==> config.mk <==
export PLATFORM = sky130hd
export DESIGN_NAME = seven_seg_driver
export DESIGN_NICKNAME = d
export VERILOG_FILES = /design/src/rtl/seg_pkg.sv /design/src/rtl/hex_to_seg.sv /design/src/rtl/seven_seg_driver.sv
export SDC_FILE = /design/constraint.sdc
export NUM_CORES = 1
export LEC_CHECK = 0
export CORE_ASPECT_RATIO = 0.8
export CORE_MARGIN = 1.5
export CORE_UTILIZATION = 55
export DETAILED_ROUTE_END_ITERATION = 7
export GPL_TIMING_DRIVEN = 1
export PLACE_DENSITY = 0.79
export SLEW_MARGIN = 20
export SYNTH_ARGS = -nofsm -noshare
export SYNTH_HDL_FRONTEND = slang
export SYNTH_HIERARCHICAL = 1
export SYNTH_SLANG_ARGS = --single-unit
==> constraint.sdc <==
create_clock -name CLK -period 3.1 [get_ports CLK]
set_input_delay 0.775 -clock CLK [delete_from_list [all_inputs] [get_ports CLK]]
set_output_delay 0.775 -clock CLK [all_outputs]
set_load 0.01 [all_outputs]
==> src/rtl/seg_pkg.sv <==
// Shared seven-segment constants: blank code, hex glyph table, digit count.
package seg_pkg;
  localparam int N_DIGITS_MAX = 8;

  localparam logic [6:0] SEG_BLANK = 7'h7F;

  // Active-low {g,f,e,d,c,b,a}; entry 15 is the MSB slice, entry 0 the LSB.
  localparam logic [15:0][6:0] HEX_SEG = {
    7'h0E, 7'h06, 7'h21, 7'h46, 7'h03, 7'h08, 7'h10, 7'h00,
    7'h78, 7'h02, 7'h12, 7'h19, 7'h30, 7'h24, 7'h79, 7'h40
  };
endpackage

==> src/rtl/hex_to_seg.sv <==
// Combinational nibble-to-glyph decode, active-low segments.
module hex_to_seg
  import seg_pkg::*;
(
  input  logic [3:0] hex,
  output logic [6:0] seg
);
  assign seg = HEX_SEG[hex];
endmodule

==> src/rtl/seven_seg_driver.sv <==
// Eight-digit multiplexed hex display scanner with frame-aligned value
// updates and optional leading-zero blanking.
module seven_seg_driver
  import seg_pkg::*;
#(
  parameter int CLK_DIV  = 50000,
  parameter int N_DIGITS = 8
) (
  input  logic        CLK,
  input  logic        RESET,
  input  logic [31:0] HEX_IN,
  input  logic        HEX_VALID,
  input  logic        BLANK_LZ,
  input  logic [7:0]  DP_IN,
  output logic [7:0]  AN,
  output logic [6:0]  SEG,
  output logic        DP,
  output logic        FRAME
);
  localparam int              CW       = $clog2(CLK_DIV);
  localparam logic [CW-1:0]   CNT_MAX  = CW'(CLK_DIV - 1);
  localparam logic [2:0]      LAST_IDX = 3'(N_DIGITS - 1);

  logic [CW-1:0] cnt;
  logic [2:0]    idx;
  logic [31:0]   disp, pending;
  logic          pend_v;
  logic          tick, wrap, blank;
  logic [31:0]   upper;
  logic [6:0]    dec_seg;

  assign tick  = (cnt == CNT_MAX);
  assign wrap  = tick && (idx == LAST_IDX);
  assign FRAME = wrap && !RESET;

  // Digit k is a leading zero when it and every more-significant nibble are 0.
  assign upper = disp >> {idx, 2'b00};
  assign blank = BLANK_LZ && (idx != 3'd0) && (upper == 32'd0);

  hex_to_seg u_dec (
    .hex (disp[{idx, 2'b00} +: 4]),
    .seg (dec_seg)
  );

  always_ff @(posedge CLK) begin
    if (RESET) begin
      cnt     <= '0;
      idx     <= '0;
      disp    <= '0;
      pending <= '0;
      pend_v  <= 1'b0;
      AN      <= 8'hFF;
      SEG     <= SEG_BLANK;
      DP      <= 1'b1;
    end else begin
      cnt <= tick ? '0 : cnt + 1'b1;
      if (tick) idx <= idx + 3'd1;

      // disp only moves at the wrap so one frame never shows two values;
      // a strobe landing exactly on the wrap bypasses the pending register.
      if (wrap) begin
        if (HEX_VALID)   disp <= HEX_IN;
        else if (pend_v) disp <= pending;
        pend_v <= 1'b0;
      end else if (HEX_VALID) begin
        pending <= HEX_IN;
        pend_v  <= 1'b1;
      end

      AN  <= ~(8'b1 << idx);
      SEG <= blank ? SEG_BLANK : dec_seg;
      DP  <= blank ? 1'b1 : ~DP_IN[idx];
    end
  end
endmodule

# After elaboration in Yosys (flattened, before gate mapping)
# Memory sizes are Yosys's and may differ from the RTL's. A register that Yosys moved wholly into a read port is not among the register bits.
# Cells that the tools add are included.
[word_totals] register_bits=93 latchBits=0 ram_bits=0 mem_bits_ro=112 in_bits=44 mem_count=1
[mem_list] name="(name not given)" words=16 width=7 read_ports=1 rd_clocked_by_memory_dff=1 write_ports=0 line_no="hex_to_seg.sv:8" text="assign seg = HEX_SEG[hex];"
[op_classes] add_sub_neg=2 n_mul=0 div=0 magnitude_cmp=1 eq_ne=2 shifts=3 n_mux=4 bitwise=3 n_reduce_logical=13
[op_table] cell="$mux W32" count=2
[op_table] cell="$logic_not A32 Y1" count=1
[op_table] cell="$shiftx A32 B6 Y4" count=1
[op_table] cell="$shr A32 B5 Y32" count=1
[op_table] cell="$add A16 B1 Y16 const B" count=1
[op_table] cell="$eq A16 B16 Y1 const B" count=1
[op_table] cell="$not A8 Y8" count=1
[op_table] cell="$shl A1 B3 Y8 const A" count=1
[op_table] cell="$reduce_or A2 Y1" count=3
[op_table] cell="$logic_and A1 B1 Y1" count=4
[op_table] cell="$lt A3 B4 Y1 const B" count=1
[op_table] cell="$reduce_and A2 Y1" count=2
[op_table] cell="$add A3 B1 Y3 const B" count=1
[op_table] cell="$bmux W1 S3" count=1
[op_table] cell="$eq A3 B3 Y1 const B" count=1
[op_table] cell="$reduce_bool A3 Y1" count=1
[op_table] cell="$not A1 Y1" count=2
[op_table] cell="$reduce_bool A2 Y1" count=1
[op_table] cell="$logic_not A1 Y1" count=1
[op_table] cell="$mux W1" count=1

# Longest topological paths before layout
# Gate-level depths: netlist of the first run.
[logic_depth] ltp_word=4 ltp_mapped=11

# Modules after synthesis
# Netlist of the first run, hierarchy kept.
[by_module_without_submodules] mod="seven_seg_driver" n_inst=1 cells_per_inst=510 area_per_inst_um2=4608.2 seq_area_each_um2=2001.9
[by_module_without_submodules] mod="hex_to_seg" n_inst=1 cells_per_inst=32 area_per_inst_um2=275.3 seq_area_each_um2=0.0

# Worst setup path after synthesis of the first run
# OpenSTA, ideal clock, no wires.
[synth_path] path_kind="reg-to-output" startpoint="register cnt[10]" endpoint="output port FRAME" t_arrival_ns=1.629 path_slack_ns=0.696 path_stages_with_launch=5 path_cell_list="dfxtp_1 or4b_4 nor4_4 nand2_4 nor2_1"
[synth_via] elab_chain_len=3
[synth_rtl] element="start: declaration" line_no="seven_seg_driver.sv:24" text="logic [CW-1:0] cnt;"
[synth_rtl] element="start signal: assignment" line_no="seven_seg_driver.sv:56" text="cnt <= tick ? '0 : cnt + 1'b1;"
[synth_rtl] element="$eq A16 B16 Y1" line_no="seven_seg_driver.sv:32" text="assign tick = (cnt == CNT_MAX);"
[synth_rtl] element="$logic_and A1 B1 Y1" line_no="seven_seg_driver.sv:33" text="assign wrap = tick && (idx == LAST_IDX);"
[synth_rtl] element="$logic_and A1 B1 Y1" line_no="seven_seg_driver.sv:34" text="assign FRAME = wrap && !RESET;"
[synth_rtl] element="end: declaration" line_no="seven_seg_driver.sv:18" text="output logic FRAME"
# Every way passes these cells.

# Worst setup path in the final report of the first run
[layout_path] startpoint="register cnt[4]" endpoint="output port FRAME"
# The elaborated chain is that of the path after synthesis.

==> results of run 1 <==
-- placed cells by master, fill, tap and decap left out, types with 4 or more instances in the layout --
cell	netlist	layout
nand2_1	103	103
clkbuf_8	0	10
inv_1	7	7
clkdlybuf4s50_1	0	57
mux2i_1	38	38
nor4_1	4	4
buf_4	3	9
a211oi_1	6	6
nor2_1	81	81
o21ai_0	10	10
xor2_1	8	8
mux4_2	10	10
nand3_1	12	12
a211oi_2	28	28
nor3_1	6	6
dfxtp_1	100	100
xnor2_1	6	6
ha_1	14	14
a21oi_1	42	42
-- power breakdown --
| group | leakage [nW] | internal, mW | switching, mW |
|---|---|---|---|
| Sequential | 0.816 | 1.32 | 0.0158 |
| Clock | 0.0959 | 0.397 | 0.437 |
| Combinational | 1.24 | 0.100 | 0.102 |
| Total | 2.15 | 1.81 | 0.555 |
-- routing by layer --
metal,share of wire,up-vias,global-route usage
met1,0.49,1825,0.320
li1,-,1963,-
met5,0,-,0
met3,0.058,12,0.0553
met2,0.44,94,0.372
met4,0.011,0,0.0622
-- metrics by stage --
stage	setup WS (ps)	power [mW]	cell area (µm²)	instances	utilization
3_5_place_dp	321	1.56	5510	688	0.644
6_report	174	2.37	5710	704	0.667
5_1_grt	27.6	2.46	5710	704	0.667
3_3_place_gp	320	1.56	5510	688	0.644
4_1_cts	151	2.39	5710	704	0.667
2_1_floorplan	696	1.47	4880	542	-
-- cell type report --
cell class	count	area (µm²)
Inverter	8	30.0
Clock buffer	11	141
Fill cell	702	2850
Multi-Input combinational cell	398	2660
Timing Repair Buffer	70	677
Tap cell	112	140
Sequential cell	100	2000
Clock inverter	5	58.8
-- cells by family after synthesis --
group | share of synthesized area
simple gates | 0.200
flops | 0.410
compound gates | 0.152
mux | 0.132
buf+inv | 0.0453
xor+xnor | 0.0251
fa+ha+maj | 0.0359
-- state kept, by name (all words and copies together), names as in the netlist --
register	count
disp	32
pending	32
cnt	16
AN	8
SEG	7
idx	3
DP	1
pend_v	1
-- critical path: stages (launching register included) --
cell,delay (ps)
dfxtp_1,370
or4b_4,560
nor4_4,360
nand2_4,120
nor2_1,110
dlygate4sd2_1,270
-- timing repair --
| item | 4_1_cts | 5_1_grt |
|---|---|---|
| gates resized for setup | 1 | 0 |
| hold buffers | 0 | 0 |
| setup endpoints to repair | 1 | 0 |
-- final timing paths --
check,start,end,slack [ps],depth (start not counted)
worst min-delay path,pending[13],pending[13],460,2
worst max register to register,idx[0],SEG[0],290,10
worst max-delay path,cnt[4],FRAME,170,5
worst min register to register,pending[13],pending[13],460,2
==> run summary, run 1 <==
Via Count -> 3894
worst hold path class -> reg -> reg
WL/cell -> 14.7 µm
clk sinks -> 100
Post-synth EDFFs -> 0
CP Data Required Time -> 2320 ps
Yosys reg bits -> 100
final-report hold violation count -> 0
Reg clk slew, reported paths -> 90 ps
Setup Skew -> 6.42 ps
Crit Path Max Fanout -> 6
Synth top area share -> 0.410
GRT Residual Overflow -> 0
register area share after synthesis -> 0.410
Starting DRT DRC Count -> 261
Pins Over Slew Limit -> 0
Top FF cell, synth -> dfxtp_1
Inserted Diodes -> 0
Tmin final -> 2930 ps
crit share post-route -> 0.944
Final Wtd Congestion -> 0.954
share of layout cells above drive strength 1 -> 0.127
Mapped Nets -> 600
PD cells -> 415 nW/µm²
Netlist cell types -> 44
Final #Nets -> 645
P&R area growth vs syn -> 16.9%
CTS tree -> built
antenna violations before repair -> 0
final setup fails -> 0
largest net degree at the start of global routing -> 82
core box area -> 8560 µm²
leading area contributor after synthesis -> dfxtp_1
routed wire length -> 10.4 mm
RSZ-0062 raised after global routing -> false
GRT Total Usage -> 0.234
Die X -> 108 µm
first-pass GRT wire length -> 17.3 mm
Post-Synthesis Cell Area -> 4880 µm²
CP startpoint kind -> flip-flop
Worst slew margin -> 0.347
Synth Area per Inst -> 9.01 µm²
FMAX -> 0.342 GHz
IO Count -> 61
count leader, synth -> nand2_1
yosys warns -> 6
max-cap violations -> 0
Die Y-Extent -> 87.3 µm
full die area -> 9460 µm²
status -> complete, no violations
asr flop ratio synth -> 0
detailed placer's ending HPWL -> 7.38 mm
CTS H-tree lvls -> 3
CTS root buf -> clkbuf_8
Post-CTS Setup Bufs -> 0
setup_tns -> 0 ps
number of cell rows -> 30
Starting Density -> 0.571
Slew @ Worst Pin -> 979 ps
total CTS buffers -> 9
Worst setup EP type -> output pin
DR vias/cell -> 5.53
vias in the first global route -> 3636
Remaining DRCs -> 0
CTS Buffer Depth -> 2
Max VDD drop -> 336 µV
input/output buffers -> 60
post-route ant nets -> 0
hold_ws -> 455 ps
first-pass detailed-route iteration total -> 4
ranking of synthesized cells by area -> dfxtp_1 41%, nand2_1 7.9%, mux2i_1 7.8%, a211oi_2 7.2%, nor2_1 6.2%
LEAKAGE -> 2.15 nW
Commonest cells post-synth -> 103 x nand2_1, 100 x dfxtp_1, 81 x nor2_1
Clock Latency Late Sink -> 360 ps
cells after synthesis -> 542
crit path kind -> reg -> out
Arr. time, crit path -> 2150 ps
Note: power is estimated with default switching activity, not from simulation.
==> run 2: changes to the inputs <==
CTS_CLUSTER_DIAMETER = 150   (was default)
==> results of run 2 <==
Final layout, timing and power as in run 1 (identical DEF).
==> run 3: changes to the inputs <==
ABC_AREA = 1   (was default)
DONT_BUFFER_PORTS = 1   (was default)
PLACE_DENSITY = 0.7   (was 0.79)
==> run 3 against run 2 <==
Effect of this change: the run now ends with DRC left; wire length is 9.2% higher; worst setup slack gained 180 ps; largest power group unchanged; critical endpoint unchanged; via count up 20%; count of clock-buffer cells in the layout is 2 lower; sequential share of layout area up 1.8 points; combinational power decreased by 41%; critical path depth is 2 higher; first-iteration DRC count grew 35%; critical path type unchanged.
==> run summary, run 3 <==
crit share post-route -> 0.886
routed wire length -> 11.3 mm
cells after synthesis -> 770
Clock Latency Late Sink -> 340 ps
Adder-Cell Fraction of Synth Area -> 0.0335
core box area -> 9150 µm²
Worst slew margin -> 0.598
CTS tree -> built
Yosys reg bits -> 100
Max VDD drop -> 368 µV
CP Data Required Time -> 2320 ps
cell count after placement -> 841
Remaining DRCs -> 4
Mapped Nets -> 828
Arr. time, crit path -> 1970 ps
WL/cell -> 13.2 µm
Starting Density -> 0.571
worst hold path class -> reg -> reg
Regs by FF count -> disp x32, pending x32, cnt x16
FMAX -> 0.364 GHz
IO Count -> 61
vias in the first global route -> 4307
antenna violations before repair -> 0
GRT Total Usage -> 0.241
Reg area -> 2000 µm²
yosys warns -> 6
first-pass GRT wire length -> 20.1 mm
P&R area growth vs syn -> 3.76%
Commonest cells post-synth -> 203 x nand2_1, 100 x dfxtp_1, 77 x inv_1
Die Y-Extent -> 90.2 µm
Tot Pwr -> 2.52 mW
asr flop ratio synth -> 0
Reg clk slew, reported paths -> 60 ps
final-report hold violation count -> 0
Die X -> 112 µm
post-route ant nets -> 0
most common cell after layout, fill and taps aside -> nand2_1
Final #Nets -> 795
mux share of post-synthesis cell area -> 0
most frequent cells in the layout -> 203 x nand2_1, 100 x dfxtp_1, 77 x inv_1
area taken by multi-input logic gates -> 2630 µm²
Post-CTS Resized -> 0
Tmin final -> 2750 ps
largest net degree at the start of global routing -> 67
Top FF cell, synth -> dfxtp_1
slowest CP cell -> nor4_1
final setup fails -> 0
CP startpoint kind -> flip-flop
GRT Residual Overflow -> 0
Post-Layout Cell Count -> 855
Synth Area per Inst -> 6.79 µm²
worst-path cell chain -> ha_1 -> nand2_1 -> clkinv_1 -> nand3_1 -> nor4_1 -> inv_1 -> nor2_1
Compound-Gate Fraction of Synth Area -> 0.157
failing checks -> DRC
CTS H-tree lvls -> 3
CTS Buffer Depth -> 2
Final Wtd Congestion -> 0.898
WP buf/inv -> 2
count leader, synth -> nand2_1
number of cell rows -> 31
largest family of logic cells by synthesized area -> simple AND/OR/NAND/NOR gates
status -> finished, violations left
setup_tns -> 0 ps
fin area -> 5430 µm²
first-pass detailed-route iteration total -> 7
crit path kind -> reg -> out
max incr delay on CP -> 480 ps
Post-CTS Setup Bufs -> 0
Crit Path Max Fanout -> 3
Placed Area -> 5150 µm²
Worst setup EP type -> output pin
DR vias/cell -> 5.46
Post-Synthesis Cell Area -> 5230 µm²
post-synthesis xor/xnor area fraction -> 0.00502
Post-synth EDFFs -> 0
Pins Over Slew Limit -> 0
fill count -> 886
share of layout cells above drive strength 1 -> 0.0514
simple-gate share of the synthesized area -> 0.307
input/output buffers -> 0
RSZ-0062 raised after global routing -> false
CP top delay family -> simple AND/OR/NAND/NOR gates
LEAKAGE -> 2.16 nW
Netlist cell types -> 39
clk sinks -> 100
Via Count -> 4672
detailed placer's ending HPWL -> 7.96 mm
cts hold-fix bufs -> 0
PD cells -> 465 nW/µm²
Starting DRT DRC Count -> 352
Setup Skew -> 5.79 ps
ranking of synthesized cells by area -> dfxtp_1 38%, nand2_1 15%, a21oi_1 7.1%, nand3_1 5.8%, inv_1 5.5%
max-cap violations -> 0
leading area contributor after synthesis -> dfxtp_1
Synth top area share -> 0.383
Slew @ Worst Pin -> 602 ps
hold_ws -> 446 ps
Inserted Diodes -> 0
register area share after synthesis -> 0.383
total CTS buffers -> 9
full die area -> 10100 µm²
CTS root buf -> clkbuf_16
[run 3: per-layer routing]
layer | part of all wire | wire (µm) | vias to the layer above | global-route usage
li1 | - | - | 2451 | -
met1 | 0.49 | 5580 | 2109 | 0.330
met2 | 0.45 | 5090 | 102 | 0.384
met3 | 0.052 | 586 | 10 | 0.0701
met4 | 0.0064 | 72 | 0 | 0.0401
met5 | 0 | 0 | - | 0
[run 3: area by class of cell]
| type | count | share of cell area |
|---|---|---|
| sequential | 100 | 0.369 |
| clock buffer | 9 | 0.0415 |
| clock inverter | 5 | 0.00991 |
| multi-input combinational | 534 | 0.484 |
| tap | 115 | 0.0265 |
| inverter | 84 | 0.0581 |
| timing repair buffer | 8 | 0.0111 |
[run 3: logic make-up after synthesis]
family	Yosys count
fa+ha+maj	14
simple gates	357
flops	100
compound gates	160
xor+xnor	3
buf+inv	136
[run 3: worst register-to-register path: stages (launching register included)]
cell,delay [ps]
dfxtp_1,410
buf_4,320
nand2_1,100
o21ai_0,110
inv_1,100
nand2_1,60
nand2_1,50
nand2_1,50
nand2_1,70
inv_1,140
inv_1,130
ha_1,320
nand2_1,50
nand3_1,100
nand2_1,50
inv_1,40
nand3_1,60
[run 3: path summary, 6_finish.rpt]
path	start	endpoint	slack (ps)	cells after the start
max	cnt[0]	FRAME	350	7
min	pending[3]	pending[3]	450	2
max reg2reg	idx[0]	SEG[3]	800	16
min reg2reg	pending[3]	pending[3]	450	2
[run 3: through the flow]
stage,utilization,setup slack [ps]
after floorplan,-,768
after global placement,0.562,845
after detailed placement,0.562,711
after CTS,0.593,332
after global routing,0.593,147
final,0.593,354
[run 3: where the power goes]
part,total (mW),switching [mW],internal [mW]
logic,0.119,0.0781,0.0408
clock network,1.07,0.454,0.614
registers,1.34,0.0134,1.32
total,2.52,0.546,1.98
